`config.mk`:
```
export PLATFORM = sky130hd
export DESIGN_NAME = smac_noac3_ctrl
export DESIGN_NICKNAME = d
export VERILOG_FILES = /design/src/rtl/smac_pkg.sv /design/src/rtl/smac_tail_pipe.sv /design/src/rtl/smac_noac3_ctrl.sv
export SDC_FILE = /design/constraint.sdc
export NUM_CORES = 1
export LEC_CHECK = 0
export ABC_AREA = 1
export BUFFER_PORTS_ARGS = -buffer_cell sky130_fd_sc_hd__buf_2
export CAP_MARGIN = 15
export CORE_UTILIZATION = 35
export CTS_CLUSTER_DIAMETER = 150
export DETAILED_ROUTE_END_ITERATION = 8
export GPL_TIMING_DRIVEN = 0
export PLACE_DENSITY = 0.53
export SLEW_MARGIN = 20
export SYNTH_ARGS = -nofsm -noshare
export SYNTH_HDL_FRONTEND = slang
export SYNTH_HIERARCHICAL = 1
export SYNTH_SLANG_ARGS = --single-unit
```
`constraint.sdc`:
```
create_clock -name clk -period 1.5 [get_ports clk]
set_clock_uncertainty 0.15 [all_clocks]
set_input_delay 0.075 -clock clk [delete_from_list [all_inputs] [get_ports clk]]
set_output_delay 0.075 -clock clk [all_outputs]
set_load 0.02 [all_outputs]
```
`src/rtl/smac_pkg.sv`:
```
// Shared types for the serial MAC (no-AC3) sequencer: FSM states and tail pipeline tag.
package smac_pkg;

  // Number of tail stages between the A cycle and the ac2 write.
  localparam int unsigned TAIL_DEPTH = 3;

  typedef enum logic [1:0] {
    IDLE  = 2'd0,
    LOADW = 2'd1,
    ACT   = 2'd2,
    DRAIN = 2'd3
  } state_t;

  // Tag carried down the tail pipeline for every fired A cycle.
  typedef struct packed {
    logic valid;
    logic first_of_plane;
    logic last_of_plane;
    logic msb_w;
    logic first_of_job;
  } tail_tag_t;

endpackage

```
`src/rtl/smac_tail_pipe.sv`:
```
// Fixed-latency delay line for tail tags; stage i holds the tag fired i+1 cycles ago.
module smac_tail_pipe
  import smac_pkg::*;
#(
  parameter int unsigned DEPTH = TAIL_DEPTH
) (
  input  logic                  clk,
  input  logic                  rst_n,
  input  tail_tag_t             tag_in,
  output tail_tag_t [DEPTH-1:0] stg
);

  // Shift every cycle; bubbles enter as all-zero (invalid) tags.
  always_ff @(posedge clk or negedge rst_n) begin
    if (!rst_n) begin
      stg <= '0;
    end else begin
      stg[0] <= tag_in;
      for (int unsigned i = 1; i < DEPTH; i++) begin
        stg[i] <= stg[i-1];
      end
    end
  end

endmodule

```
`src/rtl/smac_noac3_ctrl.sv`:
```
// Job sequencer for the serial MAC datapath: walks weight planes then activation planes
// MSB-first, stalls on op_valid, and aligns the ac1/neg/ac2 strobes through a tag pipeline.
module smac_noac3_ctrl
  import smac_pkg::*;
#(
  parameter  int unsigned Pa = 8,
  parameter  int unsigned Pw = 4,
  localparam int unsigned AW = $clog2(Pa),
  localparam int unsigned WW = $clog2(Pw)
) (
  input  logic          clk,
  input  logic          rst_n,
  input  logic          start,
  output logic          ready,
  output logic          busy,
  output logic          done,
  input  logic          op_valid,
  output logic [WW-1:0] wei_bit,
  output logic [AW-1:0] act_bit,
  output logic          we_w,
  output logic          we_br,
  output logic          MSB_a,
  output logic          we_ac1,
  output logic          cl_en_ac1,
  output logic          we_neg,
  output logic          MSB_w,
  output logic          we_ac2,
  output logic          cl_en_ac2
);

  state_t        state_q, state_d;
  logic [WW-1:0] wei_q, wei_d;
  logic [AW-1:0] act_q, act_d;
  logic          busy_q, busy_d;
  logic          done_q, done_d;

  logic          w_fire;
  logic          a_fire;
  logic          tail_pending;
  tail_tag_t     tag_in;
  tail_tag_t [TAIL_DEPTH-1:0] tail_stg;

  // W and A cycles only happen when the operand plane is present.
  assign w_fire = (state_q == LOADW) && op_valid;
  assign a_fire = (state_q == ACT) && op_valid;

  // Anything still in flight that will not have left the tail after this edge.
  always_comb begin
    tail_pending = 1'b0;
    for (int unsigned i = 0; i < TAIL_DEPTH - 1; i++) begin
      tail_pending = tail_pending | tail_stg[i].valid;
    end
  end

  // State, index counters and handshake flags.
  always_ff @(posedge clk or negedge rst_n) begin
    if (!rst_n) begin
      state_q <= IDLE;
      wei_q   <= '0;
      act_q   <= '0;
      busy_q  <= 1'b0;
      done_q  <= 1'b0;
    end else begin
      state_q <= state_d;
      wei_q   <= wei_d;
      act_q   <= act_d;
      busy_q  <= busy_d;
      done_q  <= done_d;
    end
  end

  // Next-state and counter logic; stalled cycles hold everything.
  always_comb begin
    state_d = state_q;
    wei_d   = wei_q;
    act_d   = act_q;
    busy_d  = busy_q;
    done_d  = 1'b0;
    unique case (state_q)
      IDLE: begin
        if (start) begin
          state_d = LOADW;
          wei_d   = WW'(Pw - 1);
          busy_d  = 1'b1;
        end
      end
      LOADW: begin
        if (op_valid) begin
          state_d = ACT;
          act_d   = AW'(Pa - 1);
        end
      end
      ACT: begin
        if (op_valid) begin
          if (act_q == '0) begin
            if (wei_q != '0) begin
              wei_d   = wei_q - WW'(1);
              state_d = LOADW;
            end else begin
              state_d = DRAIN;
            end
          end else begin
            act_d = act_q - AW'(1);
          end
        end
      end
      DRAIN: begin
        if (!tail_pending) begin
          state_d = IDLE;
          busy_d  = 1'b0;
          done_d  = 1'b1;
        end
      end
      default: state_d = IDLE;
    endcase
  end

  // Tag describing the popcount captured in this A cycle.
  always_comb begin
    tag_in = '0;
    if (a_fire) begin
      tag_in.valid          = 1'b1;
      tag_in.first_of_plane = (act_q == AW'(Pa - 1));
      tag_in.last_of_plane  = (act_q == '0);
      tag_in.msb_w          = (wei_q == WW'(Pw - 1));
      tag_in.first_of_job   = (wei_q == WW'(Pw - 1));
    end
  end

  smac_tail_pipe #(
    .DEPTH (TAIL_DEPTH)
  ) u_tail (
    .clk    (clk),
    .rst_n  (rst_n),
    .tag_in (tag_in),
    .stg    (tail_stg)
  );

  // Tag fields that a given stage has no use for.
  logic unused_tag_bits;
  assign unused_tag_bits = ^{tail_stg[0].last_of_plane, tail_stg[0].msb_w,
                             tail_stg[0].first_of_job, tail_stg[1].first_of_plane,
                             tail_stg[1].first_of_job, tail_stg[2].first_of_plane,
                             tail_stg[2].msb_w};

  assign ready   = ~busy_q;
  assign busy    = busy_q;
  assign done    = done_q;
  assign wei_bit = wei_q;
  assign act_bit = act_q;

  // Front strobes follow the operand handshake in the same cycle.
  assign we_w  = w_fire;
  assign we_br = a_fire;
  assign MSB_a = a_fire && (act_q == AW'(Pa - 1));

  // Tail strobes decode straight from the stage registers.
  assign we_ac1    = tail_stg[0].valid;
  assign cl_en_ac1 = tail_stg[0].valid & tail_stg[0].first_of_plane;
  assign we_neg    = tail_stg[1].valid & tail_stg[1].last_of_plane;
  assign MSB_w     = tail_stg[1].valid & tail_stg[1].last_of_plane & tail_stg[1].msb_w;
  assign we_ac2    = tail_stg[2].valid & tail_stg[2].last_of_plane;
  assign cl_en_ac2 = tail_stg[2].valid & tail_stg[2].last_of_plane & tail_stg[2].first_of_job;

endmodule
```
### Yosys cells after proc, flatten, opt, wreduce, memory -nomap -nowiden

Index checks and enable logic that the tools add are counted.

| operators by class | value |
|---|---|
| add/subtract/negate cells | 2 |
| bitwise operators | 7 |
| reduce and logical (&&, ||, !) cells | 13 |
| mux-type cells | 22 |
| equality and inequality tests | 12 |

Operators with widths:

| operator | number |
|---|---|
| 2-to-1 mux 2 bit | 10 |
| != test 2 bit (second input constant) | 5 |
| AND reduction 5 bit | 2 |
| 2-to-1 mux 3 bit | 3 |
| one-hot mux 2 bit (4 select lines) | 1 |
| nonzero test 2 bit | 4 |
| == test 2 bit (second input constant) | 3 |
| one-hot mux 3 bit (2 select lines) | 1 |
| AND 1 bit | 5 |
| 2-to-1 mux 5 bit | 1 |
| 2-to-1 mux 1 bit | 4 |
| != test 2 x 1 -> 1 bit (second input constant) | 2 |
| one-hot mux 2 bit (2 select lines) | 1 |
| AND reduction 4 bit | 1 |
| == test 3 bit (second input constant) | 1 |
| logical AND 1 bit | 3 |
| zero test 3 bit | 1 |
| AND reduction 3 bit | 1 |
| subtractor 3 x 1 -> 3 bit (second input constant) | 1 |
| == test 2 x 1 -> 1 bit (second input constant) | 1 |
| zero test 2 bit | 1 |
| one-hot mux 1 bit (2 select lines) | 1 |
| subtractor 2 x 1 -> 2 bit (second input constant) | 1 |
| NOT 1 bit | 1 |
| OR 1 bit | 1 |

| word-level totals | value |
|---|---|
| flip-flop bits (word level) | 21 |
| output and inout bits | 17 |
| input port bits | 4 |
| word-level logic and storage cells | 73 |

### Depth between registers and ports, before layout

Gate-level depths: netlist of run 1.

| logic depth | value |
|---|---|
| word-level depth | 5 |
| gate-level depth with buffers | 9 |
| gate-level depth less buffers | 9 |

### Cells and area by module

Netlist of run 1, hierarchy kept.

Modules (own cells, without submodules):

| module | area each (um^2) | cells each | times used |
|---|---|---|---|
| smac_noac3_ctrl | 685.7 | 95 | 1 |
| smac_tail_pipe | 375.4 | 15 | 1 |

### Least setup slack after synthesis of run 1

OpenSTA, ideal clock, no wires.

| path | value |
|---|---|
| path kind | flip-flop to flip-flop |
| from | register act_q[0] (netlist: act_bit[0]) |
| to | register wei_q[0] (netlist: wei_bit[0]) |
| arrival time | 1.261 ns |
| buffers on the path | 0 |
| slack | -0.029 ns |
| clock period less this slack | 1.529 ns |
| cell stages (with the launch flop) | 10 |
| required time | 1.232 ns |
| cell sequence | dfrtp_1 inv_1 ha_1 inv_1 nor2_1 nor2_4 nor2_8 nand2_1 nand2_1 nand2_1 |

| on the way | value |
|---|---|
| longest elaborated chain between the ends | 3 |

Ends and longest elaborated chain:

| element | RTL line | source |
|---|---|---|
| from (decl) | smac_noac3_ctrl.sv:33 | `logic [AW-1:0] act_q, act_d;` |
| from (signal assigned) | smac_noac3_ctrl.sv:66 | `act_q <= act_d;` |
| zero test 3 bit | smac_noac3_ctrl.sv:95 | `if (act_q == '0) begin` |
| != test 2 x 1 -> 1 bit (no line) | -- |  |
| AND reduction 5 bit (no line) | -- |  |
| to (signal assigned) | smac_noac3_ctrl.sv:65 | `wei_q <= wei_d;` |
| to (decl) | smac_noac3_ctrl.sv:32 | `logic [WW-1:0] wei_q, wei_d;` |

No other way between the ends.
A chain may end at the register's enable or synchronous reset.

### Final worst setup path of run 1

| path | value |
|---|---|
| from | register state_q[0] |
| to | output port MSB_a |

| on the way | value |
|---|---|
| longest elaborated chain between the ends | 3 |

Ends and longest elaborated chain:

| element | RTL line | source |
|---|---|---|
| from (decl) | smac_noac3_ctrl.sv:31 | `state_t state_q, state_d;` |
| from (signal assigned) | smac_noac3_ctrl.sv:64 | `state_q <= state_d;` |
| == test 2 bit | smac_noac3_ctrl.sv:45 | `assign a_fire = (state_q == ACT) && op_valid;` |
| logical AND 1 bit | smac_noac3_ctrl.sv:45 |  |
| logical AND 1 bit | smac_noac3_ctrl.sv:155 | `assign MSB_a = a_fire && (act_q == AW'(Pa - 1));` |
| to (decl) | smac_noac3_ctrl.sv:22 | `output logic MSB_a,` |

No other way between the ends.

==> impl_metrics.toml, run 1 <==
[worst_setup_path]
cpPeakStageDelay_ns = 0.39
cp-end-kind = "output pin"
arrival_ns = 1.24
slowest_stage = "dfrtp_1"
path_class = "reg2out"
crit_chain = "buf_6, nor2_4, nand2_4, nor2_4, buf_6"
worst-path-max-fanout = 7
required_ns = 1.27
cp-start-kind = "flip-flop"

[power_and_ir_drop]
total_power_mw = 2.50
cellPowerDensity_nw_per_um2 = 1920
vdd_drop_max_mv = 1.12
leakage_nw = 0.739

[floorplan]
rows = 18
io_pins = 21
core_region_area_um2 = 2570
die_w_um = 55.1
fp.dieH_um = 55.1
dieArea_um2 = 3030
start_util = 0.384

[sta]
setup_slack_ns = 0.0325
final-hold-violation-count = 0
clock.fmax_mhz = 681
setup-tns-final_ns = 0
drv_slew = 0
finalCritPeriodShare = 0.978
worst_slew_pin_slew_ns = 0.474
layout_min_cycle_time_ns = 1.47
rsz0062_at_grt = "true"
holdWs_ns = 0.0982
slew_headroom = 0.684
finalSetupViolCount = 0

[clock_tree]
clock-root-buffer = "clkbuf_4"
cts.path.max_buffers = 2
numCtsBuffers = 3
htree_levels = 1
clkTransAtPathRegs_ns = 0.12
clock-sinks = 21
tritoncts = "done"
clk_latency_ns = 0.30

[placement]
detailed_place.area_um2 = 1120
dp_hpwl_um = 1210
pre_cts_ws_ns = -0.0148
io_buffers = 20
dp_cells = 157
place.gp.congestion = 0.736

[hold_path]
hold_path_class = "in2async"

[finish]
n_antenna_cell = 0
n_fill_cell = 255
post-route-util = 0.505
nets = 152
regArea_um2 = 528
instances_no_fill = 172
area_delta_synth_final_pct = 31.6
fin_area_um2 = 1300
layout-drive-gt1-share = 0.423
multi_input_area_um2 = 413

[global_route]
grt_pass1_vias = 661
grt_start_max_net_pins = 22
track_usage = 0.135
antenna_found_initial = 0
gr-total-overflow = 0
grt_pass1_wl_um = 2820

[logic_synthesis]
synth_cells = 107
avgSynthCellArea_um2 = 9.21
synth_nets = 116
synth_area_um2 = 986
yosys_warnings = 6

[drt]
post_drt_wl_per_cell_um = 10.1
dr.first_iter.drc_count = 5
dr_total_vias = 746
finalWirelength_um = 1730
drtPass1Iterations = 4
ant_nets = 0
vias_per_cell = 4.34
drc = 0

[run_status]
status = "finished, final reports clean"

[job]
maxCapViolCount = 0
worst paths after layout:
path	from	cells after the start	slack [ns]	end
worst max-delay path	state_q[0]$_DFFE_PN0P_	5	0.03	MSB_a
min in group clk	u_tail/stg[0]$_DFF_PN0_	0	0.21	u_tail/stg[5]$_DFF_PN0_
worst min register to register	u_tail/stg[0]$_DFF_PN0_	0	0.21	u_tail/stg[5]$_DFF_PN0_
worst max register to register	act_bit[0]$_DFFE_PN0P_	9	0.06	state_q[1]$_DFFE_PN0P_
worst min-delay path	rst_n	2	0.1	u_tail/stg[7]$_DFF_PN0_
max in group asynchronous	rst_n	2	0.75	state_q[1]$_DFFE_PN0P_
power by group:
group | internal [mW] | total (mW) | switching, mW
sequential | 0.726 | 0.843 | 0.116
clock | 0.0992 | 0.267 | 0.168
combinational | 0.554 | 1.39 | 0.832
total | 1.38 | 2.50 | 1.12
worst max-delay path, delay by kind of cell, from the launching register on:
family	cells	cell delay (ns)
flip-flops	1	0.39
AND/OR/NAND/NOR	3	0.30
buffers and inverters	2	0.26
cells in the final DEF (no fill, tap or decap), types with 2 or more instances in the layout:
cell type,instances
nand2_1,23
nor2_1,9
buf_4,9
buf_2,17
o21ai_2,3
inv_2,5
nand3_1,6
clkbuf_4,3
buf_6,3
dfrtp_2,2
nor2_2,2
nor2_4,3
o21ai_0,3
inv_1,15
ha_1,3
nand2_4,2
dlygate4sd3_1,3
dfrtp_1,19
nand2_2,6
state kept, by name, indices dropped and copies added (netlist names):
signal / count
u_tail/stg: 12
state_q: 2
busy: 1
act_bit: 3
done: 1
wei_bit: 2
final cells by class:
cell class,count,area share
Timing Repair Buffer,31,0.158
Inverter,20,0.0579
Multi-Input combinational cell,65,0.318
Buffer,1,0.00868
Sequential cell,21,0.407
Clock buffer,3,0.0174
Clock inverter,1,0.00386
Tap cell,30,0.0289
what timing repair did:
action,CTS,global route
pin swaps,2,5
setup buffers,2,6
hold endpoints to repair,30,0
hold buffers,3,0
setup endpoints to repair,7,7
resized for setup,9,10
per-layer routing:
layer  vias to the layer above  global-route usage  wire (um)
li1                        390                   -          -
met1                       335               0.166        829
met2                        19               0.223        798
met3                         2              0.0492         89
met4                         0              0.0375         15
met5                         -                   0          0
Note: power is estimated with default switching activity, not from simulation.
==> inputs of run 2 (changes only) <==
--- a/config.mk
+++ b/config.mk
@@ -8,11 +8,13 @@
 export ABC_AREA = 1
 export BUFFER_PORTS_ARGS = -buffer_cell sky130_fd_sc_hd__buf_2
 export CAP_MARGIN = 15
+export CORE_MARGIN = 2
 export CORE_UTILIZATION = 35
 export CTS_CLUSTER_DIAMETER = 150
 export DETAILED_ROUTE_END_ITERATION = 8
 export GPL_TIMING_DRIVEN = 0
 export PLACE_DENSITY = 0.53
+export SETUP_SLACK_MARGIN = 0.3
 export SLEW_MARGIN = 20
 export SYNTH_ARGS = -nofsm -noshare
 export SYNTH_HDL_FRONTEND = slang
==> run 2 against run 1 <==
Compared with the run above: the flow now finishes with violations (hold timing); power up 23%; setup slack better by 0.0065 ns; routed wire length up 11%; global-route usage down 0.22 points; clock power up 4%; first-iteration DRC count up 60%; largest power group unchanged.
==> impl_metrics.toml, run 2 (synthesized netlist as in run 1, its figures left out) <==
[placement]
place.gp.congestion = 0.682
pre_cts_ws_ns = 0.0491
io_buffers = 20
dp_hpwl_um = 1280
dp_cells = 158

[drt]
post_drt_wl_per_cell_um = 10.6
dr.first_iter.drc_count = 8
drc = 0
drtPass1Iterations = 4
vias_per_cell = 4.46
finalWirelength_um = 1930
ant_nets = 0
dr_total_vias = 807

[finish]
nets = 160
n_antenna_cell = 0
area_delta_synth_final_pct = 52.8
largest-register = "u_tail/stg"
multi_input_area_um2 = 468
regArea_um2 = 533
layout-drive-gt1-share = 0.573
instances_no_fill = 181
final_common_cell = "nand2_1"
layout_common_cells = "nand2_1 (16), dfrtp_1 (15), buf_4 (15), buf_6 (13), inv_1 (13)"
largest_reg_flops = 12
n_fill_cell = 263

[sta]
final-hold-violation-count = 8
layout_min_cycle_time_ns = 1.46
rsz0062_at_grt = "true"
drv_slew = 0
finalSetupViolCount = 0
slew_headroom = 0.692
finalCritPeriodShare = 0.974
clock.fmax_mhz = 684
holdWs_ns = -0.0660
worst_slew_pin_slew_ns = 0.462
setup_slack_ns = 0.0390

[hold_path]
hold-path-endpoint = "u_tail/stg[3]$_DFF_PN0_"
min-delay-start = "op_valid"
min_path_cells = 3
hold_path_class = "in2reg"

[global_route]
antenna_found_initial = 0
gr-total-overflow = 0
grt_start_max_net_pins = 22
track_usage = 0.133
grt_pass1_vias = 812
grt_pass1_wl_um = 3370

[worst_setup_path]
required_ns = 1.27
reg2reg_setup_slack_ns = 0.08
path_class = "reg2out"
arrival_ns = 1.24
worst-path-max-fanout = 4
cp-start-kind = "flip-flop"
reg2reg_depth = 9
rr_endpoint = "act_bit[0]$_DFFE_PN0P_"
r2r-start = "state_q[0]$_DFFE_PN0P_"
crit_start = "state_q[0]$_DFFE_PN0P_"
cp-end-kind = "output pin"

[clock_tree]
clkTransAtPathRegs_ns = 0.12
htree_levels = 1
tritoncts = "done"
hold_buffers = 2
clock-root-buffer = "clkbuf_4"
clock-sinks = 21
numCtsBuffers = 3
clk_latency_ns = 0.30
cts.path.max_buffers = 2

[power_and_ir_drop]
vdd_drop_max_mv = 1.47
leakage_nw = 0.796
cellPowerDensity_nw_per_um2 = 2040
total_power_mw = 3.08

[floorplan]
die_w_um = 57.1
fp.dieH_um = 57.1
rows = 19
dieArea_um2 = 3260
core_region_area_um2 = 2710
start_util = 0.364
io_pins = 21

[run_status]
status = "finished, violations left"
failed_checks = "hold timing"

[job]
maxCapViolCount = 0
[run 2: what timing repair did]
action                                 4_1_cts  5_1_grt
endpoints found under the hold margin       30        8
resized for setup                           32       21
buffers inserted                            14        3
setup endpoints to repair                   17       20
pin swaps                                    9        7
[run 2: stage by stage]
stage | cell area [um^2] | setup TNS (ns) | util
finish | 1510 | 0 | 0.556
global route | 1510 | -0.0270 | 0.556
CTS | 1430 | 0 | 0.527
detailed placement | 1160 | 0 | 0.428
global placement | 1160 | 0 | 0.428
floorplan | 1020 | 0 | -
[run 2: worst max-delay path: stages, from the launching register on]
cell and delay [ns]:
dfrtp_1 0.40, buf_6 0.13, nor2_4 0.11, nand2_4 0.08, nor2_4 0.10, buf_6 0.12
[run 2: area by class of cell]
class | count | area share
buffer | 1 | 0.00748
sequential | 21 | 0.354
clock buffer | 3 | 0.0150
clock inverter | 1 | 0.00498
inverter | 20 | 0.0548
timing repair buffer | 39 | 0.228
tap | 31 | 0.0257
multi-input combinational | 65 | 0.311
[run 2: per-layer routing]
metal  GRT usage  vias up  routed length, um  share of wire
li1            -      411                  -              -
met1       0.157      372                815           0.42
met2       0.238       19               1000           0.52
met3      0.0272        5                 72          0.037
met4      0.0498        0                 38          0.020
met5           0        -                  0              0
[run 2: worst max path at each step]
stage                                   endpoint  slack, ns  cells after the start
after floorplan           wei_bit[1]$_DFFE_PN0P_       0.07                      9
after global placement    wei_bit[1]$_DFFE_PN0P_       0.08                      9
after detailed placement  wei_bit[1]$_DFFE_PN0P_       0.05                      9
after CTS                                  MSB_a       0.02                      5
after global routing                       MSB_a      -0.02                      5
final                                      MSB_a       0.04                      5
[run 2: power breakdown]
group          switching [mW]  internal (mW)  leakage, nW
Combinational            1.02          0.920        0.516
Clock                   0.177          0.102       0.0139
Sequential              0.122          0.738        0.266
